**src/rtl/saber_host_driver.sv**
```systemverilog
// Host-side job sequencer for the Saber core: reset core, load program/data words, start, wait for done, stream results.
// Optional watchdog on the WAIT phase is enabled by defining SABER_HOST_TIMEOUT_EN.

module saber_host_driver #(
  parameter logic [30:0] TIMEOUT_CYCLES = 31'd100000000
) (
  input  logic        clk,
  input  logic        rst,
  input  logic        go,
  input  logic [5:0]  n_prog,
  input  logic [9:0]  n_load,
  input  logic [9:0]  n_read,
  input  logic [9:0]  rd_base,
  input  logic [63:0] src_data,
  input  logic        src_valid,
  output logic        src_ready,
  output logic [63:0] snk_data,
  output logic        snk_valid,
  input  logic        snk_ready,
  output logic [31:0] control_low_word,
  output logic [31:0] control_high_word,
  output logic [31:0] dina_ext_low_word,
  output logic [31:0] dina_ext_high_word,
  input  logic [31:0] dout_ext_low_word,
  input  logic [31:0] dout_ext_high_word,
  input  logic [31:0] status,
  output logic        busy,
  output logic        job_done,
  output logic [30:0] cycles,
  output logic        timeout
);

  localparam int unsigned AW = 10;
  localparam int unsigned PW = 6;
  localparam int unsigned CW = 31;

  typedef enum logic [2:0] {
    S_IDLE, S_CRST, S_PROG, S_DATA, S_START, S_WAIT, S_READ, S_FIN
  } state_e;

  typedef enum logic [1:0] {R_ISSUE, R_CAP, R_HOLD} rphase_e;

  state_e        state_q;
  rphase_e       rphase_q;
  logic [PW-1:0] n_prog_q;
  logic [AW-1:0] n_load_q;
  logic [AW-1:0] n_read_q;
  logic [AW-1:0] rd_base_q;
  logic [AW-1:0] addr_q;
  logic [AW-1:0] rd_addr_q;
  logic [AW-1:0] rd_cnt_q;
  logic          crst_cnt_q;
  logic [1:0]    ign_q;
  logic [63:0]   snk_data_q;
  logic          snk_valid_q;
  logic [CW-1:0] cycles_q;
  logic          timeout_q;
  logic          wd_hit;

  logic [AW-1:0] addr_d;
  logic [AW-1:0] rd_cnt_d;

  assign addr_d   = addr_q + AW'(1);
  assign rd_cnt_d = rd_cnt_q + AW'(1);

`ifdef SABER_HOST_TIMEOUT_EN
  // Watchdog counts only while parked in WAIT.
  logic [CW-1:0] wd_q;

  always_ff @(posedge clk) begin
    if (rst || state_q != S_WAIT) wd_q <= '0;
    else                          wd_q <= wd_q + CW'(1);
  end

  assign wd_hit  = (wd_q == TIMEOUT_CYCLES - CW'(1));
  assign timeout = timeout_q;
`else
  logic unused_wd_cfg;

  assign wd_hit        = 1'b0;
  assign timeout       = 1'b0;
  assign unused_wd_cfg = ^{TIMEOUT_CYCLES, timeout_q};
`endif

  // Job sequencer.
  always_ff @(posedge clk) begin
    if (rst) begin
      state_q     <= S_IDLE;
      rphase_q    <= R_ISSUE;
      n_prog_q    <= '0;
      n_load_q    <= '0;
      n_read_q    <= '0;
      rd_base_q   <= '0;
      addr_q      <= '0;
      rd_addr_q   <= '0;
      rd_cnt_q    <= '0;
      crst_cnt_q  <= 1'b0;
      ign_q       <= '0;
      snk_data_q  <= '0;
      snk_valid_q <= 1'b0;
      cycles_q    <= '0;
      timeout_q   <= 1'b0;
    end else begin
      case (state_q)
        S_IDLE: begin
          if (go) begin
            n_prog_q   <= n_prog;
            n_load_q   <= n_load;
            n_read_q   <= n_read;
            rd_base_q  <= rd_base;
            timeout_q  <= 1'b0;
            crst_cnt_q <= 1'b0;
            state_q    <= S_CRST;
          end
        end
        S_CRST: begin
          crst_cnt_q <= 1'b1;
          if (crst_cnt_q) begin
            addr_q  <= '0;
            state_q <= (n_prog_q != '0) ? S_PROG :
                       (n_load_q != '0) ? S_DATA : S_START;
          end
        end
        S_PROG: begin
          if (src_valid) begin
            if (addr_d == AW'(n_prog_q)) begin
              addr_q  <= '0;
              state_q <= (n_load_q != '0) ? S_DATA : S_START;
            end else begin
              addr_q <= addr_d;
            end
          end
        end
        S_DATA: begin
          if (src_valid) begin
            if (addr_d == n_load_q) begin
              addr_q  <= '0;
              state_q <= S_START;
            end else begin
              addr_q <= addr_d;
            end
          end
        end
        S_START: begin
          ign_q   <= '0;
          state_q <= S_WAIT;
        end
        S_WAIT: begin
          // status is registered at the core, so done is untrustworthy for 3 cycles.
          if (ign_q != 2'd3) ign_q <= ign_q + 2'd1;
          if (ign_q == 2'd3 && status[0]) begin
            cycles_q  <= status[31:1];
            rd_addr_q <= rd_base_q;
            rd_cnt_q  <= '0;
            rphase_q  <= R_ISSUE;
            state_q   <= (n_read_q != '0) ? S_READ : S_FIN;
          end else if (wd_hit) begin
            timeout_q <= 1'b1;
            state_q   <= S_FIN;
          end
        end
        S_READ: begin
          case (rphase_q)
            R_ISSUE: rphase_q <= R_CAP;
            R_CAP: begin
              snk_data_q  <= {dout_ext_high_word, dout_ext_low_word};
              snk_valid_q <= 1'b1;
              rphase_q    <= R_HOLD;
            end
            default: begin
              if (snk_ready) begin
                snk_valid_q <= 1'b0;
                rd_addr_q   <= rd_addr_q + AW'(1);
                rphase_q    <= R_ISSUE;
                if (rd_cnt_d == n_read_q) state_q  <= S_FIN;
                else                      rd_cnt_q <= rd_cnt_d;
              end
            end
          endcase
        end
        S_FIN:   state_q <= S_IDLE;
        default: state_q <= S_IDLE;
      endcase
    end
  end

  // Core control/data words; the write strobe follows src_valid in the same cycle.
  always_comb begin
    control_low_word   = '0;
    control_high_word  = '0;
    dina_ext_low_word  = '0;
    dina_ext_high_word = '0;
    case (state_q)
      S_CRST:  control_high_word[0] = 1'b1;
      S_START: control_high_word[1] = 1'b1;
      S_PROG, S_DATA: begin
        control_low_word[AW-1:0] = addr_q;
        control_low_word[10]     = src_valid;
        control_low_word[11]     = (state_q == S_PROG);
        dina_ext_low_word        = src_data[31:0];
        dina_ext_high_word       = src_data[63:32];
      end
      S_READ:  control_low_word[AW-1:0] = rd_addr_q;
      default: ;
    endcase
  end

  assign src_ready = (state_q == S_PROG) || (state_q == S_DATA);
  assign busy      = (state_q != S_IDLE) && (state_q != S_FIN);
  assign job_done  = (state_q == S_FIN);
  assign snk_data  = snk_data_q;
  assign snk_valid = snk_valid_q;
  assign cycles    = cycles_q;

endmodule
```
**config.mk**
```make
export PLATFORM = sky130hd
export DESIGN_NAME = saber_host_driver
export DESIGN_NICKNAME = d
export VERILOG_FILES = /design/src/rtl/saber_host_driver.sv
export SDC_FILE = /design/constraint.sdc
export NUM_CORES = 1
export LEC_CHECK = 0
export BUFFER_PORTS_ARGS = -buffer_cell sky130_fd_sc_hd__buf_2
export CELL_PAD_IN_SITES_DETAIL_PLACEMENT = 0
export CELL_PAD_IN_SITES_GLOBAL_PLACEMENT = 1
export CORE_AREA = 2 2 165 167
export DETAILED_ROUTE_END_ITERATION = 6
export DIE_AREA = 0 0 167 169
export PLACE_DENSITY = 0.88
export SYNTH_ARGS = -nofsm -noshare
export SYNTH_HDL_FRONTEND = slang
export SYNTH_SLANG_ARGS = --single-unit
```
**constraint.sdc**
```tcl
create_clock -name clk -period 4.7 [get_ports clk]
set_input_delay 0.47 -clock clk [delete_from_list [all_inputs] [get_ports clk]]
set_output_delay 0.47 -clock clk [all_outputs]
set_load 0.02 [all_outputs]
```
==> results of run 1 <==
==> worst min-delay path: stages <==
cell and delay (ns):
buf_2 0.09, nand2_1 0.04, a21oi_1 0.05
==> layout by cell type (no fill, tap or decap), drive strengths merged, types with 3 or more instances in the layout <==
| master | instances |
|---|---|
| and4 | 4 |
| nor3 | 15 |
| nand2 | 317 |
| dfxtp | 170 |
| clkbuf | 17 |
| o41ai | 3 |
| a31oi | 5 |
| conb | 51 |
| and3 | 12 |
| ha | 4 |
| a22o | 13 |
| xnor2 | 17 |
| and2 | 70 |
| a22oi | 9 |
| diode | 3 |
| nand3 | 22 |
| a311oi | 10 |
| nor2 | 45 |
| o211ai | 6 |
| o21ai | 28 |
| buf | 387 |
| nor4 | 10 |
| inv | 11 |
| a21oi | 152 |
| clkinv | 9 |
| nor2b | 9 |
| nor3b | 3 |
| nand4 | 6 |
| mux2i | 3 |
| xor2 | 9 |
| or3 | 3 |
| o31ai | 3 |
| o311ai | 3 |
==> power groups by stage <==
stage	Combinational, mW	Clock [mW]	Sequential (mW)
floorplan	0.929	0	1.61
detailed placement	1.28	0	1.69
CTS	1.28	1.42	1.66
global placement	1.27	0	1.69
finish	1.27	1.38	1.66
global route	1.39	1.48	1.68
==> per-layer routing <==
layer  track usage (%)  wire, um
met2              35.6     14700
met3              4.51      1910
met4              4.50       520
met5                 0         0
met1              20.7     10900
==> final timing paths <==
| path | end | slack, ns |
|---|---|---|
| max | state_q[2] | 1.40 |
| min reg2reg | snk_data[38] | 0.45 |
| max reg2reg | state_q[2] | 1.40 |
| min | cycles[11] | 0.26 |
==> state kept, by name, summed over array words and instances, names as in the netlist, 3 cells and up <==
name       cells
n_read_q      10
rd_addr_q     10
rd_cnt_q      10
n_prog_q       6
snk_data      64
addr_q        10
n_load_q      10
cycles        31
rd_base_q     10
state_q        3
==> through the flow <==
step	power (mW)	util [%]	setup slack (ns)	cell area, sq um
after global routing	4.55	40.7	1.21	10800
after global placement	2.96	38.5	1.46	10200
after floorplan	2.54	-	2.01	8510
after detailed placement	2.97	38.5	1.43	10200
final	4.31	40.7	1.40	10800
after CTS	4.36	40.7	1.41	10800
==> cells by family (layout without fill, tap and decap cells) <==
family          Yosys count  in the layout  share of synthesized area (%)
flops                   170            170                           40.9
mux                       4              4                          0.496
compound gates          248            248                           17.6
xor+xnor                 28             28                           3.28
other cells               1             54                         0.0450
fa+ha+maj                 4              4                          0.601
simple gates            523            523                           28.3
buf+inv                 140            425                           8.78
==> final cells by class <==
type / instances / area share [%]
antenna: 3 / 0.0695
clock buffer: 17 / 3.94
timing repair buffer: 387 / 18.2
multi-input combinational: 858 / 40.7
tap: 341 / 3.95
inverter: 6 / 0.209
clock inverter: 15 / 1.44
sequential: 170 / 31.5
==> qor.txt, run 1 <==
Status: complete, no violations
Vias/cell: 4.80
Flops & latches, synth: 170
F_max: 303 MHz
Clock-pin slew on the worst setup and hold paths: 0.08 ns
CTS tree: built
Hold Slack: 0.264 ns
Power Density: 399 mW/mm^2
DRC: 0
P_int: 2.68 mW
Root Buffer: clkbuf_16
Initial Util: 31.4%
WS Path Type: flip-flop to flip-flop
Clk sinks: 170
Avg WL per Cell: 15.6 um
CTS Buffer Depth: 2
Seq pwr share: 38.5%
Via count: 8629
Hold Crit Depth: 3
Largest net degree at the start of global routing: 72
CTS hold repair buffers: 0
Post-synthesis cell type count: 58
Period utilization: 70.1%
Cell Count, Final, Fillers Out: 1797
Crit-path max cell delay: 0.49 ns
CP top delay family: compound AO/OA/AOI/OAI gates
Synth Warn #: 0
I/O Buffers: 377
Most frequent cell after synthesis: nand2_1
Worst Path Buf+Inv: 1
CP max stage cell: dfxtp_1
Detailed Route WL: 28000 um
Cell accounting for the most synthesized area: dfxtp_1
Setup violations, final: 0
Worst VDD drop: 226 uV
NumNets Final: 1645
Pins Over Slew Limit: 0
Post-synth top cells: nand2_1, dfxtp_1, a21oi_1
Placed cell count: 1762
Total CTS buffers: 17
RSZ-0062 raised after global routing: false
Largest cells by area after synthesis: dfxtp_1, nand2_1, a21oi_1
CP Launch Type: flip-flop
Switching Share: 37.8%
Post-cts resize count: 0
NetSw: 1.63 mW
FF-to-FF path depth: 10
Die width: 167 um
Synth top area share: 40.9%
Postcts setup bufs: 0
Setup crit start: addr_q[0]
Total GRT Usage: 18.7%
H-tree depth: 4
Class of the worst hold path: input port to flip-flop
Main synth FF type: dfxtp_1
GRT Residual Overflow: 0
Clk Latency, worst-skew pair: 0.43 ns
Initial DRT Pass Iterations: 5
Ys async rst share: 0%
Max Clock Skew: 0.0177 ns
Seq. cell area: 0.00340 sq mm
Worst path depth: 10
Synth Cell Area: 0.00832 sq mm
Clock share of power: 32.0%
Multi-input logic area: 0.00439 sq mm
ANT nets after route: 0
Tmin final: 3.30 ns
RD Place Congestion: 0.908
CP max FO: 12
Worst Setup End Kind: flip-flop
# rows: 60
Reg-to-reg startpoint: addr_q[0]
Final hold violations: 0
DR iter-0 viols: 603
Syn Area/Cell: 7.45 sq um
Final TNS setup: 0 ns
Slew margin rel.: 34.1%
Leak: 4.86 nW
Cells along the critical path: ha_1, nand3_2, a311o_1, a311oi_1, o211ai_1, o311ai_1, o31ai_1, buf_4, or3_1, o41ai_2
Post-Synthesis Cells: 1118
Core Box Area: 0.0265 sq mm
# fillers: 2777
Number of synthesized flops with an enable pin: 0
Antenna violations before repair: 4
Required time of the critical path: 5.03 ns
Ports: 429
Data arrival time of the worst path: 3.63 ns
Max-Cap Viols: 0
Die H: 169 um
Hold Path Origin: status[12]
Vias in the first global route: 7837
Slew of the pin with the lowest slew margin: 0.988 ns
Die ar.: 0.0282 sq mm
First-pass GRT wire length: 42200 um
Hpwl dp: 21000 um
Seq/Total Area, Yosys: 40.9%
Combinational power share: 29.5%
Layout Area Growth over Synthesis: 29.7%
Share of cells above drive strength 1: 29.4%
No activity file was read; power rests on OpenSTA's default activity.
==> run 2, diff against run 1 <==
==> config.mk (replaced) <==
export PLATFORM = sky130hd
export DESIGN_NAME = saber_host_driver
export DESIGN_NICKNAME = d
export VERILOG_FILES = /design/src/rtl/saber_host_driver.sv
export SDC_FILE = /design/constraint.sdc
export NUM_CORES = 1
export LEC_CHECK = 0
export ABC_AREA = 1
export BUFFER_PORTS_ARGS = -buffer_cell sky130_fd_sc_hd__buf_2
export CELL_PAD_IN_SITES_DETAIL_PLACEMENT = 0
export CELL_PAD_IN_SITES_GLOBAL_PLACEMENT = 1
export CORE_ASPECT_RATIO = 0.75
export CORE_UTILIZATION = 31
export DETAILED_ROUTE_END_ITERATION = 6
export PLACE_DENSITY = 0.89
export SYNTH_ARGS = -nofsm -noshare
export SYNTH_HDL_FRONTEND = slang
export SYNTH_SLANG_ARGS = --single-unit
==> constraint.sdc (replaced) <==
create_clock -name clk -period 3.44 [get_ports clk]
set_input_delay 0.344 -clock clk [delete_from_list [all_inputs] [get_ports clk]]
set_output_delay 0.344 -clock clk [all_outputs]
set_load 0.02 [all_outputs]
==> qor.txt, run 2 <==
Class of the worst hold path: input port to flip-flop (unchanged)
Slew of the pin with the lowest slew margin: 0.924 ns (was 0.988 ns)
# fillers: 2899 (was 2777)
Flop2flop setup slack: 1.18 ns (was 1.40 ns)
Flops & latches, synth: 170 (unchanged)
Core Box Area: 0.0269 sq mm (was 0.0265 sq mm)
Root Buffer: clkbuf_16 (unchanged)
WS Path Type: flip-flop to output pin (was flip-flop to flip-flop)
CTS Buffer Depth: 2 (unchanged)
Ys async rst share: 0% (unchanged)
Tmin final: 2.72 ns
Main synth FF type: dfxtp_1 (unchanged)
Required time of the critical path: 3.10 ns (was 5.03 ns)
FF-to-FF path depth: 16 (was 10)
Ports: 429 (unchanged)
Die ar.: 0.0281 sq mm (was 0.0282 sq mm)
Worst VDD drop: 356 uV (was 226 uV)
Layout Area Growth over Synthesis: 30.7% (was 29.7%)
Setup crit start: state_q[0] (was addr_q[0])
Synth Warn #: 0 (unchanged)
Clock-pin slew on the worst setup and hold paths: 0.08 ns (about the same)
P_int: 3.74 mW (was 2.68 mW)
Worst Setup EP: control_low_word[10] (was state_q[2])
Clk Latency, worst-skew pair: 0.44 ns (was 0.43 ns)
Pins Over Slew Limit: 0 (unchanged)
Total chip power: 6.05 mW (was 4.31 mW)
Synth Cell Area: 0.00850 sq mm (was 0.00832 sq mm)
I/O Buffers: 377 (unchanged)
CTS tree: built (unchanged)
Seq/Total Area, Yosys: 40.0% (was 40.9%)
CP max FO: 12 (unchanged)
Die H: 145 um (was 169 um)
Final TNS setup: 0 ns (unchanged)
Combinational power share: 29.9% (was 29.5%)
Number of synthesized flops with an enable pin: 0 (unchanged)
Switching Share: 38.1% (was 37.8%)
GRT Residual Overflow: 0 (unchanged)
NetSw: 2.30 mW (was 1.63 mW)
Leak: 5.99 nW (was 4.86 nW)
Post-cts resize count: 0 (unchanged)
Avg WL per Cell: 14.7 um (was 15.6 um)
Detailed Route WL: 29500 um (was 28000 um)
CP Launch Type: flip-flop (unchanged)
Status: finished with violations (was complete, no violations)
Period utilization: 79.0%
Post-synth top cells: nor2_1, nand2_1, dfxtp_1 (was nand2_1, dfxtp_1, a21oi_1)
Share of cells above drive strength 1: 26.9% (was 29.4%)
Largest register FFs: 64 (unchanged)
CP max stage cell: nor2_2 (was dfxtp_1)
H-tree depth: 4 (unchanged)
Vias in the first global route: 8371 (was 7837)
RD Place Congestion: 0.908 (about the same)
Power Density: 544 mW/mm^2 (was 399 mW/mm^2)
Post-Synthesis Cells: 1300 (was 1118)
F_max: 368 MHz
Postcts setup bufs: 0 (unchanged)
CTS hold repair buffers: 0 (unchanged)
Via count: 9356 (was 8629)
Crit-path max cell delay: 0.45 ns (was 0.49 ns)
Setup violations, final: 0 (unchanged)
Die width: 193 um (was 167 um)
Vias/cell: 4.65 (was 4.80)
ANT nets after route: 0 (unchanged)
Clock share of power: 33.1% (was 32.0%)
Max Clock Skew: 0.0128 ns (was 0.0177 ns)
DRC: 5 (was 0)
Hold Slack: 0.117 ns (was 0.264 ns)
Slew margin rel.: 38.3% (was 34.1%)
Worst Setup End Kind: output pin (was flip-flop)
Largest net degree at the start of global routing: 77 (was 72)
Max-Cap Viols: 0 (unchanged)
Final hold violations: 0 (unchanged)
Antenna violations before repair: 5 (was 4)
Clk sinks: 170 (unchanged)
RR Endpoint: state_q[1] (was state_q[2])
Post-synthesis cell type count: 41 (was 58)
Seq. cell area: 0.00340 sq mm (unchanged)
Initial DRT Pass Iterations: 7 (was 5)
Commonest non-fill, non-tap cell in the layout: buf_2 (unchanged)
Seq pwr share: 36.9% (was 38.5%)
Cells along the critical path: nand2_1, nor2_1, inv_1, nand2_1, inv_2, nor2_2, buf_2 (was ha_1, nand3_2, a311o_1, a311oi_1, o211ai_1, o311ai_1, o31ai_1, buf_4, or3_1, o41ai_2)
DR iter-0 viols: 853 (was 603)
Syn Area/Cell: 6.54 sq um (was 7.45 sq um)
First-pass GRT wire length: 45700 um (was 42200 um)
Largest cells by area after synthesis: dfxtp_1, nor2_1, nand2_1 (was dfxtp_1, nand2_1, a21oi_1)
Synth top area share: 40.0% (was 40.9%)
Total GRT Usage: 20.4% (was 18.7%)
Data arrival time of the worst path: 2.37 ns (was 3.63 ns)
Initial Util: 31.6% (was 31.4%)
Total CTS buffers: 17 (unchanged)
RSZ-0062 raised after global routing: false (unchanged)
Most frequent cells in the layout: buf_2, nor2_1, nand2_1 (was buf_2, nand2_1, dfxtp_1)
CP most frequent cell: nand2_1
Most frequent cell after synthesis: nor2_1 (was nand2_1)
Hpwl dp: 22000 um (was 21000 um)
Failing checks: design-rule violations
Cell accounting for the most synthesized area: dfxtp_1 (unchanged)
# rows: 52 (was 60)
NumNets Final: 1852 (was 1645)
Reg-to-reg startpoint: addr_q[1] (was addr_q[0])
Multi-input logic area: 0.00404 sq mm (was 0.00439 sq mm)
==> run 2: cell types whose count changed after synthesis, moves of 9 or more <==
cell      previous run  this run
a21oi_1            152        72
a22o_1              13         0
a311oi_1            10         0
and2_1              70         0
and3_1              12         0
clkbuf_1            74        46
inv_1                6       158
nand2_1            317       180
nand3_1             21        71
nand4_1              5        23
nor2_1              45       308
nor2b_1              9         0
o21ai_0             27       135
xnor2_1             17         1
==> run 2: per-layer routing <==
| layer | GRT usage [%] | vias to the layer above | part of all wire (%) |
|---|---|---|---|
| li1 | - | 4699 | - |
| met1 | 28.5 | 4261 | 47 |
| met2 | 30.5 | 364 | 43 |
| met3 | 6.03 | 28 | 8.5 |
| met4 | 5.00 | 4 | 1.2 |
| met5 | 0 | - | 0.085 |
==> run 2: logic make-up (layout without fill, tap and decap cells) <==
logic type / Yosys count / in the layout / synth area share (%)
AND/OR/NAND/NOR: 609 / 609 / 29.6
buffers and inverters: 274 / 584 / 14.8
flip-flops: 170 / 170 / 40.0
other: 1 / 53 / 0.0441
AO/OA/AOI/OAI: 240 / 240 / 14.8
adder cells (fa/ha/maj): 4 / 4 / 0.589
XOR/XNOR: 2 / 2 / 0.206
==> run 2: cell type report <==
| cell class | count | share of cell area (%) |
|---|---|---|
| Antenna cell | 2 | 0.0450 |
| Inverter | 160 | 5.42 |
| Timing Repair Buffer | 392 | 18.1 |
| Multi-Input combinational cell | 906 | 36.3 |
| Tap cell | 351 | 3.95 |
| Clock inverter | 14 | 1.58 |
| Sequential cell | 170 | 30.6 |
| Clock buffer | 18 | 3.95 |
==> run 2: worst min-delay path by stage <==
| stage | startpoint | endpoint | slack, ns | cells after the start |
|---|---|---|---|---|
| 2_1_floorplan | rd_base_q[9] | rd_base_q[9] | 0.42 | 2 |
| 3_3_place_gp | rd_base_q[9] | rd_base_q[9] | 0.44 | 2 |
| 3_5_place_dp | rd_base_q[9] | rd_base_q[9] | 0.44 | 2 |
| 4_1_cts | dout_ext_high_word[11] | snk_data[43] | 0.10 | 3 |
| 5_1_grt | dout_ext_high_word[7] | snk_data[39] | 0.11 | 3 |
| 6_report | dout_ext_low_word[28] | snk_data[28] | 0.12 | 3 |
==> run 2: critical path: cells and delay by family (launching register included) <==
| family | cells | cell delay [ns] |
|---|---|---|
| simple gates | 4 | 1.00 |
| buf+inv | 3 | 0.50 |
| flops | 1 | 0.44 |
==> run 2: per-stage QoR <==
step,cells,area (sq um),setup WS [ns],utilization [%]
2_1_floorplan,1350,8690,1.35,-
3_3_place_gp,1979,10500,1.25,38.9
3_5_place_dp,1979,10500,1.23,38.9
4_1_cts,2011,11100,0.778,41.2
5_1_grt,2013,11100,0.593,41.2
6_report,2013,11100,0.723,41.2
==> run 2: power groups by stage <==
stage	combinational (mW)	sequential, mW	clock (mW)
final	1.81	2.23	2.00
after global routing	1.99	2.25	2.13
after CTS	1.80	2.23	2.05
after detailed placement	1.79	2.27	0
after global placement	1.79	2.27	0
after floorplan	1.27	2.23	0
==> run 3, diff against run 2 <==
--- a/config.mk
+++ b/config.mk
@@ -5,14 +5,14 @@
 export SDC_FILE = /design/constraint.sdc
 export NUM_CORES = 1
 export LEC_CHECK = 0
-export ABC_AREA = 1
+export ABC_AREA = 0
 export BUFFER_PORTS_ARGS = -buffer_cell sky130_fd_sc_hd__buf_2
 export CELL_PAD_IN_SITES_DETAIL_PLACEMENT = 0
 export CELL_PAD_IN_SITES_GLOBAL_PLACEMENT = 1
 export CORE_ASPECT_RATIO = 0.75
-export CORE_UTILIZATION = 31
+export CORE_UTILIZATION = 28
 export DETAILED_ROUTE_END_ITERATION = 6
-export PLACE_DENSITY = 0.89
+export PLACE_DENSITY = 0.83
 export SYNTH_ARGS = -nofsm -noshare
 export SYNTH_HDL_FRONTEND = slang
 export SYNTH_SLANG_ARGS = --single-unit
==> constraint.sdc (replaced) <==
create_clock -name clk -period 2.5 [get_ports clk]
set_input_delay 0.25 -clock clk [delete_from_list [all_inputs] [get_ports clk]]
set_output_delay 0.25 -clock clk [all_outputs]
set_load 0.02 [all_outputs]
==> qor.txt, run 3 (synthesis results as in run 1) <==
I/O Buffers: 377 (unchanged)
Data arrival time of the worst path: 2.90 ns (was 2.37 ns)
Tmin final: 2.59 ns
Detailed Route WL: 29300 um (was 29500 um)
Max Clock Skew: 0.0157 ns (was 0.0128 ns)
Worst VDD drop: 517 uV (was 356 uV)
CP max stage cell: a2111o_1 (was nor2_2)
Pins Over Slew Limit: 0 (unchanged)
DRC: 0 (was 5)
Final instance area: 0.0113 sq mm (was 0.0111 sq mm)
Most frequent cells in the layout: buf_2, nand2_1, dfxtp_1 (was buf_2, nor2_1, nand2_1)
FF-to-FF path depth: 11 (was 16)
Vias/cell: 4.67 (was 4.65)
Hold Crit Depth: 3 (unchanged)
CP Launch Type: flip-flop (unchanged)
Hold Path Origin: dout_ext_low_word[8] (was dout_ext_low_word[28])
Flop2flop setup slack: -0.09 ns (was 1.18 ns)
F_max: 386 MHz
DR iter-0 viols: 602 (was 853)
CP top delay family: compound AO/OA/AOI/OAI gates (was simple AND/OR/NAND/NOR gates)
Hold Path Sink: snk_data[8] (was snk_data[28])
GRT Residual Overflow: 0 (unchanged)
Final TNS setup: -0.298 ns (was 0 ns)
Period utilization: 104%
Setup ws final: -0.0925 ns (was 0.723 ns)
Initial DRT Pass Iterations: 5 (was 7)
Final hold violations: 0 (unchanged)
Slew of the pin with the lowest slew margin: 0.748 ns (was 0.924 ns)
Via count: 8832 (was 9356)
First-pass GRT wire length: 44100 um (was 45700 um)
# rows: 54 (was 52)
WS Path Type: flip-flop to flip-flop (was flip-flop to output pin)
CTS Buffer Depth: 2 (unchanged)
Post-Route Utilization: 39.0% (was 41.2%)
Worst Path Buf+Inv: 3 (unchanged)
Ports: 429 (unchanged)
Vias in the first global route: 8239 (was 8371)
Clk sinks: 170 (unchanged)
RSZ-0062 raised after global routing: true (was false)
RR Endpoint: state_q[2] (was state_q[1])
Setup violations, final: 6 (was 0)
RD Place Congestion: 0.927 (was 0.908)
CTS hold repair buffers: 0 (unchanged)
Hpwl dp: 21900 um (was 22000 um)
Core Box Area: 0.0291 sq mm (was 0.0269 sq mm)
Die H: 151 um (was 145 um)
H-tree depth: 4 (unchanged)
Max-Cap Viols: 0 (unchanged)
Crit-path max cell delay: 0.42 ns (was 0.45 ns)
Total GRT Usage: 18.5% (was 20.4%)
Placed Area: 0.0106 sq mm (was 0.0105 sq mm)
Clk Latency, worst-skew pair: 0.44 ns (about the same)
Commonest non-fill, non-tap cell in the layout: buf_2 (unchanged)
Avg WL per Cell: 15.5 um (was 14.7 um)
Power Density: 744 mW/mm^2 (was 544 mW/mm^2)
Antenna violations before repair: 2 (was 5)
Leak: 5.12 nW (was 5.99 nW)
Failing checks: negative setup slack (was design-rule violations)
Required time of the critical path: 2.81 ns (was 3.10 ns)
Worst Setup End Kind: flip-flop (was output pin)
CTS tree: built (unchanged)
Root Buffer: clkbuf_16 (unchanged)
Reg-to-reg startpoint: addr_q[1] (unchanged)
CP max FO: 4 (was 12)
Total CTS buffers: 17 (unchanged)
Cells along the critical path: buf_4, buf_4, nand3_1, nor3_2, xnor2_1, a2111o_1, o311ai_4, o31ai_2, buf_4, o311ai_2, o41ai_2 (was nand2_1, nor2_1, inv_1, nand2_1, inv_2, nor2_2, buf_2)
Die ar.: 0.0304 sq mm (was 0.0281 sq mm)
Die width: 201 um (was 193 um)
ANT nets after route: 0 (unchanged)
Status: finished with violations (unchanged)
Slew margin rel.: 50.1% (was 38.3%)
Layout Area Growth over Synthesis: 36.3% (was 30.7%)
Class of the worst hold path: input port to flip-flop (unchanged)
NumNets Final: 1689 (was 1852)
Clock-pin slew on the worst setup and hold paths: 0.08 ns (about the same)
Largest register FFs: 64 (unchanged)
CP most frequent cell: buf_4 (was nand2_1)
Largest net degree at the start of global routing: 140 (was 77)
Initial Util: 28.6% (was 31.6%)
Share of cells above drive strength 1: 32.9% (was 26.9%)
[run 3: cell types whose count changed in the layout (fill, tap and decap cells not counted), moves of 15 or more]
cell,before,now
a21oi_1,72,151
and2_1,0,69
buf_4,14,51
inv_1,156,5
nand2_1,180,316
nand3_1,71,21
nand4_1,23,5
nor2_1,308,44
o21ai_0,135,26
xnor2_1,1,16
[run 3: worst min-delay path, stage by stage]
cell     delay (ns)
buf_2          0.09
nand2_1        0.04
a21oi_1        0.05
[run 3: what timing repair did]
| action | in CTS | in global routing |
|---|---|---|
| pin swaps | 9 | 2 |
| resized for setup | 8 | 17 |
| setup buffers | 2 | 0 |
| endpoints found under the hold margin | 0 | 0 |
| setup endpoints to repair | 4 | 95 |
[run 3: where the power goes]
group	internal (mW)	leakage [nW]	switching, mW
clock	1.53	0.288	1.23
combinational	0.963	3.45	1.64
sequential	2.87	1.38	0.215
total	5.36	5.12	3.08
[run 3: layout make-up]
cell class	instances	area (sq um)
antenna	2	5.00
clock buffer	19	443
clock inverter	13	154
fill	3101	17800
inverter	6	22.5
multi-input combinational	858	4490
sequential	170	3420
tap	392	490
timing repair buffer	431	2330
[run 3: how the worst max path moves through the flow]
stage	startpoint	endpoint	slack, ns	depth (start not counted)
after floorplan	addr_q[0]	state_q[2]	0.002	10
after global placement	addr_q[0]	state_q[2]	-0.22	9
after detailed placement	addr_q[0]	state_q[2]	-0.16	9
after CTS	addr_q[1]	state_q[2]	-0.08	9
after global routing	addr_q[1]	state_q[1]	-0.22	11
final	addr_q[1]	state_q[2]	-0.09	11
[run 3: metal layers]
layer | up-vias | part of all wire [%] | global-route usage, % | wire, um
met1 | 4061 | 42 | 22.8 | 12400
met3 | 36 | 7.1 | 4.86 | 2080
met5 | - | 0 | 0 | 0
met2 | 346 | 48 | 31.2 | 14200
met4 | 0 | 2.2 | 6.56 | 637
li1 | 4389 | - | - | -
[run 3: through the flow]
stage / hold slack, ns / instances / total power, mW / worst slack (ns)
2_1_floorplan: 0.386 / 1168 / 4.79 / 0.00168
3_3_place_gp: 0.439 / 1855 / 5.64 / -0.215
3_5_place_dp: 0.444 / 1855 / 5.66 / -0.165
4_1_cts: 0.0154 / 1889 / 8.48 / -0.0825
5_1_grt: 0.0164 / 1890 / 8.92 / -0.222
6_report: 0.0343 / 1891 / 8.44 / -0.0925
